$ cat src/rtl/occ_level_selector_if.sv
// rtl/occ_level_selector_if.sv - switch inputs and occupancy outputs of occ_level_selector
//
// Purpose: groups the raw switch inputs and the registered occupancy outputs.
// Ports (signals):
//   sw_in       N_SW      raw switch levels, asynchronous to clk
//   sweep_en    1         raw sweep-mode switch, asynchronous to clk
//   occ_out     OUT_SIZE  selected occupancy, registered
//   occ_idx     IDX_W     selected table index (N_SW means default level)
//   occ_changed 1         one-cycle pulse when occ_out takes a new value
// Modports: master drives the switches, slave (the selector) drives occupancy.
interface occ_level_selector_if #(
  parameter int N_SW     = 4,
  parameter int OUT_SIZE = 7
);
  localparam int IDX_W = $clog2(N_SW + 1);

  logic [N_SW-1:0]     sw_in;
  logic                sweep_en;
  logic [OUT_SIZE-1:0] occ_out;
  logic [IDX_W-1:0]    occ_idx;
  logic                occ_changed;

  modport master (
    output sw_in, sweep_en,
    input  occ_out, occ_idx, occ_changed
  );

  modport slave (
    input  sw_in, sweep_en,
    output occ_out, occ_idx, occ_changed
  );
endinterface

$ cat src/rtl/occ_level_selector.sv
// rtl/occ_level_selector.sv - debounced switch to occupancy level selector with sweep mode
//
// Purpose: synchronises and debounces N_SW switches, picks an occupancy level
// from LEVELS by lowest-index priority (DEFAULT_LEVEL when none is set), or
// steps through every entry when the sweep switch is on.
// Ports:
//   clk  in   system clock
//   rst  in   asynchronous reset, active-high
//   bus  slave modport of occ_level_selector_if (sw_in, sweep_en in;
//        occ_out, occ_idx, occ_changed out)
module occ_level_selector #(
  parameter int                       N_SW            = 4,
  parameter int                       OUT_SIZE        = 7,
  parameter logic [N_SW*OUT_SIZE-1:0] LEVELS          = {7'd64, 7'd32, 7'd32, 7'd1},
  parameter int                       DEFAULT_LEVEL   = 121,
  parameter int                       DEBOUNCE_CYCLES = 4,
  parameter int                       SWEEP_PERIOD    = 16
) (
  input  logic                 clk,
  input  logic                 rst,
  occ_level_selector_if.slave  bus
);
  localparam int IDX_W = $clog2(N_SW + 1);
  localparam int DB_W  = $clog2(DEBOUNCE_CYCLES + 1);
  localparam int SP_W  = $clog2(SWEEP_PERIOD + 1);
  // An oversized default is truncated to the output width.
  localparam logic [OUT_SIZE-1:0] DEF_LVL = OUT_SIZE'(DEFAULT_LEVEL);

  logic [N_SW-1:0]     r_sw_s1;
  logic [N_SW-1:0]     r_sw_s2;
  logic [N_SW-1:0]     r_sw_db;
  logic [DB_W-1:0]     r_db_cnt [N_SW];
  logic                r_sweep_s1;
  logic                r_sweep_s2;
  logic [SP_W-1:0]     r_sweep_cnt;
  logic [IDX_W-1:0]    r_sweep_idx;
  logic [OUT_SIZE-1:0] r_occ_out;
  logic [IDX_W-1:0]    r_occ_idx;
  logic                r_occ_changed;

  logic [OUT_SIZE-1:0] w_level [N_SW];
  logic [OUT_SIZE-1:0] w_sel_lvl;
  logic [IDX_W-1:0]    w_sel_idx;

  for (genvar g = 0; g < N_SW; g++) begin : g_level
    assign w_level[g] = LEVELS[g*OUT_SIZE +: OUT_SIZE];
  end

  // Two-flop synchronisers; sweep_en is used straight after synchronisation.
  always_ff @(posedge clk or posedge rst) begin
    if (rst) begin
      r_sw_s1    <= '0;
      r_sw_s2    <= '0;
      r_sweep_s1 <= 1'b0;
      r_sweep_s2 <= 1'b0;
    end else begin
      r_sw_s1    <= bus.sw_in;
      r_sw_s2    <= r_sw_s1;
      r_sweep_s1 <= bus.sweep_en;
      r_sweep_s2 <= r_sweep_s1;
    end
  end

  // Per-bit debounce: a change is accepted only after DEBOUNCE_CYCLES
  // consecutive synced cycles that disagree with the debounced state.
  always_ff @(posedge clk or posedge rst) begin
    if (rst) begin
      r_sw_db <= '0;
      for (int i = 0; i < N_SW; i++) r_db_cnt[i] <= '0;
    end else begin
      for (int i = 0; i < N_SW; i++) begin
        if (r_sw_s2[i] == r_sw_db[i]) begin
          r_db_cnt[i] <= '0;
        end else if (r_db_cnt[i] == DB_W'(DEBOUNCE_CYCLES - 1)) begin
          r_sw_db[i]  <= r_sw_s2[i];
          r_db_cnt[i] <= '0;
        end else begin
          r_db_cnt[i] <= r_db_cnt[i] + 1'b1;
        end
      end
    end
  end

  // Sweep stepping. Holding index and counter at zero outside sweep mode
  // means the first sweep cycle always starts from entry 0 with a fresh period.
  always_ff @(posedge clk or posedge rst) begin
    if (rst) begin
      r_sweep_cnt <= '0;
      r_sweep_idx <= '0;
    end else if (!r_sweep_s2) begin
      r_sweep_cnt <= '0;
      r_sweep_idx <= '0;
    end else if (r_sweep_cnt == SP_W'(SWEEP_PERIOD - 1)) begin
      r_sweep_cnt <= '0;
      r_sweep_idx <= (r_sweep_idx == IDX_W'(N_SW)) ? '0 : r_sweep_idx + 1'b1;
    end else begin
      r_sweep_cnt <= r_sweep_cnt + 1'b1;
    end
  end

  // Selection: sweep index wins in sweep mode; otherwise lowest set debounced bit.
  always_comb begin
    w_sel_lvl = DEF_LVL;
    w_sel_idx = IDX_W'(N_SW);
    if (r_sweep_s2) begin
      for (int i = 0; i < N_SW; i++) begin
        if (r_sweep_idx == IDX_W'(i)) begin
          w_sel_lvl = w_level[i];
          w_sel_idx = IDX_W'(i);
        end
      end
    end else begin
      // Scan downwards so the lowest set index is the last assignment.
      for (int i = N_SW - 1; i >= 0; i--) begin
        if (r_sw_db[i]) begin
          w_sel_lvl = w_level[i];
          w_sel_idx = IDX_W'(i);
        end
      end
    end
  end

  // The change pulse compares levels, not indices, so equal-level steps are silent.
  always_ff @(posedge clk or posedge rst) begin
    if (rst) begin
      r_occ_out     <= '0;
      r_occ_idx     <= '0;
      r_occ_changed <= 1'b0;
    end else begin
      r_occ_out     <= w_sel_lvl;
      r_occ_idx     <= w_sel_idx;
      r_occ_changed <= (w_sel_lvl != r_occ_out);
    end
  end

  assign bus.occ_out     = r_occ_out;
  assign bus.occ_idx     = r_occ_idx;
  assign bus.occ_changed = r_occ_changed;
endmodule
$ cat src/flat_wrapper.sv
// flat-port wrapper written by rule: the top's interface ports become plain ports
module occ_level_selector_flat 
#(
  parameter int                       N_SW            = 4,
  parameter int                       OUT_SIZE        = 7,
  parameter logic [N_SW*OUT_SIZE-1:0] LEVELS          = {7'd64, 7'd32, 7'd32, 7'd1},
  parameter int                       DEFAULT_LEVEL   = 121,
  parameter int                       DEBOUNCE_CYCLES = 4,
  parameter int                       SWEEP_PERIOD    = 16
)
  (clk, rst, bus_sw_in, bus_sweep_en, bus_occ_out, bus_occ_idx, bus_occ_changed);
  occ_level_selector_if #(.N_SW(N_SW), .OUT_SIZE(OUT_SIZE)) bus_i ();
  input  logic clk;
  input  logic rst;
  input wire logic [$bits(bus_i.sw_in)-1:0] bus_sw_in;
  input wire logic [$bits(bus_i.sweep_en)-1:0] bus_sweep_en;
  output wire logic [$bits(bus_i.occ_out)-1:0] bus_occ_out;
  output wire logic [$bits(bus_i.occ_idx)-1:0] bus_occ_idx;
  output wire logic [$bits(bus_i.occ_changed)-1:0] bus_occ_changed;
  assign bus_i.sw_in = bus_sw_in;
  assign bus_i.sweep_en = bus_sweep_en;
  assign bus_occ_out = bus_i.occ_out;
  assign bus_occ_idx = bus_i.occ_idx;
  assign bus_occ_changed = bus_i.occ_changed;
  occ_level_selector #(.N_SW(N_SW), .OUT_SIZE(OUT_SIZE), .LEVELS(LEVELS), .DEFAULT_LEVEL(DEFAULT_LEVEL), .DEBOUNCE_CYCLES(DEBOUNCE_CYCLES), .SWEEP_PERIOD(SWEEP_PERIOD)) u_core (.clk(clk), .rst(rst), .bus(bus_i));
endmodule
$ cat config.mk
export PLATFORM = sky130hd
export DESIGN_NAME = occ_level_selector_flat
export DESIGN_NICKNAME = d
export VERILOG_FILES = /design/src/rtl/occ_level_selector_if.sv /design/src/rtl/occ_level_selector.sv /design/src/flat_wrapper.sv
export SDC_FILE = /design/constraint.sdc
export NUM_CORES = 1
export LEC_CHECK = 0
export CORE_ASPECT_RATIO = 1.2
export CORE_UTILIZATION = 55
export DETAILED_ROUTE_END_ITERATION = 10
export GPL_TIMING_DRIVEN = 0
export PLACE_DENSITY_LB_ADDON = 0.08
export SLEW_MARGIN = 40
export SYNTH_ARGS = -nofsm -noshare
export SYNTH_HDL_FRONTEND = slang
export SYNTH_SLANG_ARGS = --single-unit
$ cat constraint.sdc
create_clock -name clk -period 1.96 [get_ports clk]
set_input_delay 0.196 -clock clk [delete_from_list [all_inputs] [get_ports clk]]
set_output_delay 0.196 -clock clk [all_outputs]
set_load 0.005 [all_outputs]
==> metrics <==
outcome=completed; Max FO, Critical Path=7; overflow left after global routing=0; dpl cell area=0.00194 mm^2; total power consumption of the routed design=0.00213 W; chip height=63.3 um; number of global-route vias before repair=1131; level count of the clock H-tree=2; number of storage elements in the synthesis netlist=41; top library cells by usage in the layout, fill and taps aside=40 x dfrtp_1, 15 x clkdlybuf4s50_1, 10 x nor2b_1, 10 x ha_1, 9 x nand2_1; pre-CTS setup slack=0.0664 ns; total standard cell area after synthesis=0.00172 mm^2; Mean Syn Cell Area=12.2 um^2; Clock Tree Buf Depth=2; initial core utilization=0.595; Tightest Hold Check Type=in -> async; CTS buffer count=5; number of vias per cell after detailed routing=5.45; portion of the post-synthesis area used by sequential elements=0.596; cell area after layout=0.00200 mm^2; number of unique standard cell types used by synthesis=31; insertion delay to the later sink of the worst-skew pair=0.34 ns; met2 wire length=1360 um; Max IR drop VDD=0.803 mV; FILL cells=229; min Tclk post-route=1.85 ns; number of antenna-violating nets in the routed design=0; # diodes=0; wire length on met3=108 um; most area-hungry cell type in the Yosys netlist=dfrtp_1; DRC marker count from the first detailed-route iteration=24; count of final hold-check violations=0; uppermost metal layer occupied by signal nets=met4; count of endpoints failing setup in the final report=0; worst endpoint data arrival time=2.07 ns; number of nets at the end of the flow=183; fraction of final layout cells sized beyond drive strength 1=0.126; Max Fclk=540 MHz; final clock skew=0.00302 ns; most common library cell in the layout ignoring fill and taps=dfrtp_1; First-pass DRT Iterations=4; post-route DRC violation count=0; WL met1=1080 um; worst-margin pin slew=0.502 ns; final RePlAce weighted congestion=0.805; share of Yosys cell area claimed by the top area cell type=0.596; x dimension of the die=53.1 um; data required time at the worst endpoint=2.18 ns; global-route usage over all layers=0.203; P&R area growth vs syn=16.4%; clock slew seen by the registers of the worst setup and hold paths=0.10 ns; kind of end point of the critical path=register; most area-consuming cells after synthesis=dfrtp_1 60%, ha_1 7.3%, xnor2_1 4.1%; wire length of the first global-routing pass=4860 um; category of the critical setup timing path=reg -> reg; vias post-DR=1096; Async S/R FF share, synth=1.00; pin count of the biggest net entering global routing=23; # port buffers=15; kind of start point of the critical path=register; part of the cycle the worst path needs=0.944; Max-cap violations=0; yosys warns=0; quantity of hold-fixing buffers added after cts=0; cell count after synthesis=141; min setup slack post-route=0.109 ns; routed wire length per instance=13.0 um; detailed placer's ending HPWL=2010 um; initial antenna violation count=0; number of enable flip-flop cells after synthesis=0; TritonCTS clock tree=yes; total negative setup slack=0 ns; placement row count=21; worst setup slack for register-to-register paths=0.11 ns; total die area=0.00336 mm^2; Power Dens Cells=1060 mW/mm^2; max-slew violation count=0; leakage=0.933 nW; top flip-flop cell by instance count after synthesis=dfrtp_1; max_slew headroom=0.663; Post-Route WL=2620 um; root cell of the clock tree=clkbuf_4; number of top-level pins=18; Floorplan Core Area=0.00289 mm^2; CTS Sinks=41
==> final timing paths <==
| kind | endpoint | depth (start not counted) | from |
|---|---|---|---|
| setup / recovery | u_core.bus.occ_changed | 7 | u_core.r_sweep_idx[0] |
| hold / removal | u_core.r_sw_s1[0] | 2 | rst |
| setup reg to reg | u_core.bus.occ_changed | 7 | u_core.r_sweep_idx[0] |
| hold reg to reg | u_core.r_sweep_s2 | 0 | u_core.r_sweep_s1 |
| max in group asynchronous | u_core.r_sweep_idx[0] | 3 | rst |
| min in group clk | u_core.r_sw_s1[0] | 1 | bus_sw_in[0] |
==> power breakdown <==
part,leakage (nW),total (W),switching (W),internal (W)
Combinational,0.388,0.000594,0.000236,0.000359
Clock,0.0265,0.000386,0.000243,0.000143
Sequential,0.519,0.00115,0.000136,0.00101
Total,0.933,0.00213,0.000615,0.00152
==> final cells by class <==
type	instances	area, um^2	area share
flip-flops and latches	41	1030	0.513
well taps	34	42.5	0.0212
repair buffers	17	185	0.0925
multi-input cells	90	638	0.319
plain buffers	5	37.5	0.0188
clock buffers	8	48.8	0.0244
inverters	6	22.5	0.0113
==> synthesized netlist by cell type (2+ instances only) <==
| master | n |
|---|---|
| nor3b_1 | 8 |
| ha_1 | 10 |
| dfrtp_1 | 41 |
| nor3_1 | 6 |
| nor2_1 | 5 |
| nor2b_1 | 10 |
| or3_1 | 2 |
| and2_1 | 2 |
| xnor2_1 | 8 |
| o21ai_0 | 5 |
| buf_4 | 5 |
| nand2_1 | 9 |
| inv_1 | 6 |
| mux2_2 | 3 |
| a21oi_1 | 5 |
==> metrics by stage <==
step / hold slack (ns) / util / std cells
finish: 0.163 / 0.693 / 201
global route: 0.188 / 0.693 / 201
CTS: 0.173 / 0.690 / 200
detailed placement: 0.335 / 0.673 / 192
global placement: 0.334 / 0.663 / 191
floorplan: 0.227 / - / 142
==> critical path: stages (launching register included) <==
cell and delay, ns:
dfrtp_2 0.44, inv_1 0.08, ha_1 0.24, or2_2 0.28
a222oi_1 0.32, buf_4 0.18, xnor2_1 0.11, nand4_1 0.09
==> timing repair <==
item | 4_1_cts | 5_1_grt
endpoints found under the setup margin | 0 | 1
buffers inserted | 0 | 1
gates resized for setup | 0 | 1
==> kinds of logic (layout without fill, tap and decap cells) <==
| family | after synthesis | in the layout | share of synthesized area |
|---|---|---|---|
| compound gates | 18 | 18 | 0.0698 |
| xor+xnor | 9 | 9 | 0.0458 |
| fa+ha+maj | 10 | 10 | 0.0727 |
| buf+inv | 11 | 36 | 0.0349 |
| flops | 41 | 41 | 0.596 |
| mux | 3 | 3 | 0.0196 |
| other cells | 1 | 2 | 0.00218 |
| simple gates | 48 | 48 | 0.159 |
==> sequential cells by signal, indices dropped and copies added (netlist names) <==
register and count:
u_core.r_sweep_s1 1, u_core.r_sweep_cnt 5, u_core.r_db_cnt 12, u_core.r_sweep_s2 1
u_core.bus.occ_changed 1, u_core.r_sw_s1 4, u_core.bus.occ_idx 2, u_core.r_sw_db 4
u_core.bus.occ_out 4, u_core.r_sweep_idx 3, u_core.r_sw_s2 4
==> layer usage <==
metal  track usage  vias to the layer above
met5             0                        -
met4        0.0691                        0
met3        0.0821                        8
met2         0.332                       28
met1         0.237                      532
li1              -                      528
Power figures use the tool's default switching activity.
